### config.mk
export PLATFORM = sky130hd
export DESIGN_NAME = vu_bar_renderer
export DESIGN_NICKNAME = d
export VERILOG_FILES = /design/src/rtl/vga_pkg.sv /design/src/rtl/vu_peak_hold.sv /design/src/rtl/vu_bar_renderer.sv
export SDC_FILE = /design/constraint.sdc
export NUM_CORES = 1
export LEC_CHECK = 0
export BUFFER_PORTS_ARGS = -buffer_cell sky130_fd_sc_hd__buf_4
export CAP_MARGIN = 20
export CORE_MARGIN = 5
export CORE_UTILIZATION = 38
export CTS_CLUSTER_SIZE = 28
export DETAILED_ROUTE_END_ITERATION = 8
export PLACE_DENSITY = 0.61
export SLEW_MARGIN = 20
export SYNTH_ARGS = -nofsm -noshare
export SYNTH_HDL_FRONTEND = slang
export SYNTH_HIERARCHICAL = 1
export SYNTH_SLANG_ARGS = --single-unit
export TNS_END_PERCENT = 10
### constraint.sdc
create_clock -name pixel_clock -period 4.2 [get_ports pixel_clock]
set_clock_uncertainty 0.1 [all_clocks]
set_input_delay 0.84 -clock pixel_clock [delete_from_list [all_inputs] [get_ports pixel_clock]]
set_output_delay 0.84 -clock pixel_clock [all_outputs]
set_load 0.1 [all_outputs]
### src/rtl/vga_pkg.sv
// Shared VGA pixel format, RGB332 palette and default 640x480 timing.
// Used by the timing generator and by the pixel sources feeding it.
package vga_pkg;

  localparam int PIX_W = 8;

  typedef logic [PIX_W-1:0] rgb332_t;

  localparam rgb332_t BLACK  = 8'h00;
  localparam rgb332_t GREEN  = 8'h1C;
  localparam rgb332_t YELLOW = 8'hFC;
  localparam rgb332_t RED    = 8'hE0;
  localparam rgb332_t WHITE  = 8'hFF;

  localparam int H_ADDR_DEF  = 640;
  localparam int H_TOTAL_DEF = 800;
  localparam int V_ADDR_DEF  = 480;
  localparam int V_TOTAL_DEF = 525;

endpackage

### src/rtl/vu_peak_hold.sv
// Peak-hold register with hold counter and per-frame linear decay.
// All state advances only on frame_tick.
module vu_peak_hold
  import vga_pkg::*;
#(
  parameter int HOLD_FRAMES = 30,
  parameter int DECAY_STEP  = 4
) (
  input  logic       clk,
  input  logic       rst_n,
  input  logic       frame_tick,
  input  logic [7:0] lvl,
  input  logic [7:0] floor_lvl,
  output logic [7:0] peak
);

  localparam int HCW = $clog2(HOLD_FRAMES + 1);

  logic [HCW-1:0] hold_cnt;
  logic [8:0]     dec;
  logic [7:0]     decayed;

  assign dec = {1'b0, peak} - 9'(DECAY_STEP);

  // Decay clamps at zero, then never drops below the level on display.
  always_comb begin
    decayed = dec[8] ? 8'h00 : dec[7:0];
    if (decayed < floor_lvl)
      decayed = floor_lvl;
  end

  always_ff @(posedge clk or negedge rst_n) begin
    if (!rst_n) begin
      peak     <= 8'h00;
      hold_cnt <= '0;
    end else if (frame_tick) begin
      if (lvl >= peak) begin
        peak     <= lvl;
        hold_cnt <= HCW'(HOLD_FRAMES);
      end else if (hold_cnt != '0) begin
        hold_cnt <= hold_cnt - HCW'(1);
      end else begin
        peak <= decayed;
      end
    end
  end

endmodule

### src/rtl/vu_bar_renderer.sv
// Horizontal VU bar pixel source running in lockstep with the VGA timing.
// Counters lead the registered pixel output by one clock.
module vu_bar_renderer
  import vga_pkg::*;
#(
  parameter int THADDR      = H_ADDR_DEF,
  parameter int H_TOTAL     = H_TOTAL_DEF,
  parameter int TVADDR      = V_ADDR_DEF,
  parameter int V_TOTAL     = V_TOTAL_DEF,
  parameter int BAR_TOP     = 200,
  parameter int BAR_H       = 80,
  parameter int YEL_COL     = 448,
  parameter int RED_COL     = 576,
  parameter int HOLD_FRAMES = 30,
  parameter int DECAY_STEP  = 4
) (
  input  logic             pixel_clock,
  input  logic             reset,
  input  logic [7:0]       level,
  input  logic             level_valid,
  output logic [PIX_W-1:0] data,
  output logic             frame_start
);

  localparam int HW = $clog2(H_TOTAL);
  localparam int VW = $clog2(V_TOTAL);
  localparam int CW = 8 + $clog2(THADDR);

  localparam logic [HW-1:0] H_LAST = HW'(H_TOTAL - 1);
  localparam logic [VW-1:0] V_LAST = VW'(V_TOTAL - 1);

  logic [HW-1:0] h;
  logic [VW-1:0] v;
  logic [7:0]    lvl_in;
  logic [7:0]    cur_lvl;
  logic [7:0]    peak;
  logic [CW-1:0] bar_prod;
  logic [CW-1:0] peak_prod;
  int            h_i;
  int            v_i;
  int            bar_len;
  int            peak_col;
  logic          in_bar;
  logic          mark;
  logic          body;
  logic          is_grn;
  logic          is_yel;
  logic          is_red;
  rgb332_t       pix;

  always_ff @(posedge pixel_clock or negedge reset) begin
    if (!reset) begin
      h <= '0;
      v <= '0;
    end else if (h == H_LAST) begin
      h <= '0;
      v <= (v == V_LAST) ? '0 : v + VW'(1);
    end else begin
      h <= h + HW'(1);
    end
  end

  // frame_start is high while (0,0) is shown; that cycle commits the new level.
  always_ff @(posedge pixel_clock or negedge reset) begin
    if (!reset) begin
      lvl_in  <= 8'h00;
      cur_lvl <= 8'h00;
    end else begin
      if (level_valid)
        lvl_in <= level;
      if (frame_start)
        cur_lvl <= lvl_in;
    end
  end

  vu_peak_hold #(
    .HOLD_FRAMES(HOLD_FRAMES),
    .DECAY_STEP (DECAY_STEP)
  ) u_peak (
    .clk       (pixel_clock),
    .rst_n     (reset),
    .frame_tick(frame_start),
    .lvl       (lvl_in),
    .floor_lvl (lvl_in),
    .peak      (peak)
  );

  assign bar_prod  = CW'(cur_lvl) * CW'(THADDR);
  assign peak_prod = CW'(peak) * CW'(THADDR);
  assign bar_len   = int'(bar_prod >> 8);
  assign peak_col  = int'(peak_prod >> 8);

  assign h_i    = int'(h);
  assign v_i    = int'(v);
  assign in_bar = (h_i < THADDR) && (v_i < TVADDR) &&
                  (v_i >= BAR_TOP) && (v_i < BAR_TOP + BAR_H);
  assign mark   = in_bar && (h_i == peak_col) && (peak != 8'h00);
  assign body   = in_bar && !mark && (h_i < bar_len);
  assign is_grn = body && (h_i < YEL_COL);
  assign is_yel = body && (h_i >= YEL_COL) && (h_i < RED_COL);
  assign is_red = body && (h_i >= RED_COL);

  always_comb begin
    pix = BLACK;
    unique case (1'b1)
      mark:    pix = WHITE;
      is_grn:  pix = GREEN;
      is_yel:  pix = YELLOW;
      is_red:  pix = RED;
      default: pix = BLACK;
    endcase
  end

  always_ff @(posedge pixel_clock or negedge reset) begin
    if (!reset) begin
      data        <= BLACK;
      frame_start <= 1'b0;
    end else begin
      data        <= pix;
      frame_start <= (h == '0) && (v == '0);
    end
  end

endmodule

==> impl_results.md <==
- Number of distinct library cell variants in the gate-level netlist after synthesis: 55
- Worst Setup SP: u_peak/peak[2]
- Total via count after detailed routing: 3100
- Final worst hold slack: 0.4352 ns
- Hold WC Path Type: reg -> reg
- DRC violation count after routing: 0
- Cell at the root of the clock tree: sky130_fd_sc_hd__clkbuf_8
- Core region area: 10320 sq um
- Sequential element share of the synthesized area: 0.3309
- Fraction of final layout cells sized beyond drive strength 1: 0.1405
- Final global-route overflow total: 0
- Maximum resistive drop on vdd: 0.2135 mV
- Final period demand of the worst path: 3.609 ns
- RSZ-0062 raised after global routing: no
- Area leader, netlist: sky130_fd_sc_hd__dfrtp_1
- Vias in the first global route: 3060
- Number of nets in the finished design: 494
- Register bit count reported by yosys: 53
- Startpoint of the tightest hold check path: cur_lvl[0]
- Proportion of netlist area held by the largest area contributor: 0.3309
- Result of the run: finished clean
- Max incr delay on CP: 0.48 ns
- Post-synth EDFFs: 0
- H-tree Lvls: 2
- Most used DFF post-synth: sky130_fd_sc_hd__dfrtp_1
- Power density over cell area: 329.1 nW/um^2
- Reg-to-Reg Start: u_peak/peak[2]
- Antenna violations before repair: 0
- Slew Viols, Final: 0
- 1st-iter DRT viols: 114
- Commonest cells post-synth: sky130_fd_sc_hd__ha_1, sky130_fd_sc_hd__dfrtp_1, sky130_fd_sc_hd__inv_1, sky130_fd_sc_hd__xnor2_1, sky130_fd_sc_hd__nand3_1
- # setup viols final: 0
- HPWL reported at the end of detailed placement: 6.535 mm
- Relative area change from synthesis to final layout: 8.960%
- Data required time of the worst path: 4.28 ns
- Number of cells produced by synthesis: 411
- Final total negative setup slack: 0 ns
- Number of rows created at floorplan: 37
- TritonCTS Buffers: 5
- Synthesized Nets: 479
- Antenna fix cells: 0
- CP arrival: 3.69 ns
- Pin count of the biggest net entering global routing: 54
- Clock Sink Count: 53
- Leading cell types by total area after synthesis: sky130_fd_sc_hd__dfrtp_1, sky130_fd_sc_hd__ha_1, sky130_fd_sc_hd__mux2_2, sky130_fd_sc_hd__xnor2_1, sky130_fd_sc_hd__inv_1
- Crit path cell chain: inv_1 -> ha_1 -> or3b_2 -> nor3_1 -> buf_4 -> nor2_1 -> ha_1 -> o2111ai_1 -> nor2_1 -> a2111oi_4 -> buf_4 -> mux2i_1 -> o221ai_1
- CP endpoint kind: flip-flop
- Slew at the pin closest to its max-slew limit: 0.7727 ns
- Starting density of the core: 0.3882
- Gpl congestion: 0.8508
- Max-Slew Margin vs Limit: 0.4794
- Synthesized area per cell: 9.751 sq um
- Max capacitance violation total: 0
- Register clock-pin slew on the reported worst setup and hold paths: 0.11 ns
- Total global-route track usage: 0.1369
- Total die area: 12700 sq um
- Count of pins on the block boundary: 20
- Final hold violation count: 0
- Cell area after synthesis: 4008 sq um
- Biggest fanout along the worst timing path: 6
- Element type at the critical path start: flip-flop
- Number of buffers inserted to repair setup after CTS: 0
- Number of standard cells in the layout, taps in and fillers out: 563
- Most used standard cell by instance count after synthesis: sky130_fd_sc_hd__ha_1
- DR vias/cell: 5.506
- Number of optimization iterations in the first detailed-route pass: 4
- Maximum number of buffers from clock root to sink: 2
- Resize count post-CTS: 0
- Vertical extent of the die: 112.7 um
- Period utilization: 0.8594
- Insertion delay to the later sink of the worst-skew pair: 0.32 ns
- First-pass GRT wire length: 14.54 mm
- Number of hold buffers added after cts: 0
- X dimension of the die: 112.7 um
- ANT nets after route: 0
- DP Cell Count: 555
- Crit-path slowest cell: sky130_fd_sc_hd__a2111oi_4
- Category of the critical setup timing path: reg -> reg
- Achievable frequency: 277.0 MHz
- Leak: 2.017 nW
- Post-synthesis async set-or-reset flop share: 1.000
- DRT Wirelength: 8.470 mm
- Total of warnings raised by yosys: 6
- Number of buffers added on ports: 19
- CTS tree: yes
- WL per Instance: 15.04 um
## metrics by stage
stage	utilization	area, sq um	setup WS (ns)	total power (W)
2_1_floorplan	-	4008	0.7335	0.0009956
3_3_place_gp	0.4138	4272	0.7597	0.001117
3_5_place_dp	0.4138	4272	0.6599	0.001135
4_1_cts	0.4230	4367	0.6471	0.001455
5_1_grt	0.4230	4367	0.3866	0.001549
6_report	0.4230	4367	0.5905	0.001437
## worst paths after layout
path / to / slack [ns] / cells after the start
setup / recovery: u_peak/peak[3] / 0.59 / 13
hold / removal: cur_lvl[0] / 0.44 / 1
setup reg to reg: u_peak/peak[3] / 0.59 / 13
hold reg to reg: cur_lvl[0] / 0.44 / 1
max in group asynchronous: u_peak/peak[6] / 3.09 / 1
min in group asynchronous: data[6] / 0.46 / 1
## layout make-up
| type | count | area, sq um |
|---|---|---|
| multi-input cells | 308 | 2471 |
| flip-flops and latches | 53 | 1326 |
| clock buffers | 5 | 68.82 |
| fillers | 993 | 5957 |
| repair buffers | 23 | 172.7 |
| clock inverters | 3 | 26.28 |
| well taps | 136 | 170.2 |
| inverters | 35 | 131.4 |
## cell usage in the layout (no fill, tap or decap), types with 5 or more instances in the layout
master                     synthesis  routed
sky130_fd_sc_hd__a21oi_1          17      17
sky130_fd_sc_hd__a31oi_1           5       5
sky130_fd_sc_hd__buf_4             5      23
sky130_fd_sc_hd__clkbuf_8          0       5
sky130_fd_sc_hd__dfrtp_1          53      53
sky130_fd_sc_hd__ha_1             55      55
sky130_fd_sc_hd__inv_1            35      35
sky130_fd_sc_hd__mux2_2           19      19
sky130_fd_sc_hd__mux2i_1          10      10
sky130_fd_sc_hd__nand2_1          18      18
sky130_fd_sc_hd__nand2b_1          6       6
sky130_fd_sc_hd__nand3_1          20      20
sky130_fd_sc_hd__nand4_1           7       7
sky130_fd_sc_hd__nor2_1           18      18
sky130_fd_sc_hd__nor2b_1           6       6
sky130_fd_sc_hd__nor3_1           16      16
sky130_fd_sc_hd__nor4_1            5       5
sky130_fd_sc_hd__o21ai_0          19      19
sky130_fd_sc_hd__xnor2_1          21      21
sky130_fd_sc_hd__xor2_1           10      10
## critical path, delay by kind of cell (launching register included)
| family | cells | cell delay [ns] |
|---|---|---|
| compound gates | 3 | 0.86 |
| simple gates | 4 | 0.80 |
| buf+inv | 3 | 0.55 |
| fa+ha+maj | 2 | 0.50 |
| flops | 1 | 0.46 |
| mux | 1 | 0.19 |
## layer usage
| layer | part of all wire | vias to the layer above | global-route usage |
|---|---|---|---|
| li1 | - | 1521 | - |
| met1 | 0.46 | 1482 | 0.1823 |
| met2 | 0.47 | 77 | 0.2188 |
| met3 | 0.045 | 20 | 0.02834 |
| met4 | 0.023 | 0 | 0.05288 |
| met5 | 0 | - | 0 |
## where the power goes
part | leakage, nW | switching (W) | internal [W]
sequential | 0.668 | 0.0000577 | 0.000541
combinational | 1.30 | 0.000278 | 0.000251
clock | 0.0487 | 0.000186 | 0.000122
## kinds of logic after synthesis
logic type / synth area share
flops: 0.3309
xor+xnor: 0.06775
simple gates: 0.1605
buf+inv: 0.05245
mux: 0.07837
fa+ha+maj: 0.1817
compound gates: 0.1283
## flip-flops by register name (all words and copies together) (netlist names)
register,flops
cur_lvl,8
data,3
frame_start,1
h,10
lvl_in,8
u_peak/hold_cnt,5
u_peak/peak,8
v,10
(Power assumes the default switching activity.)
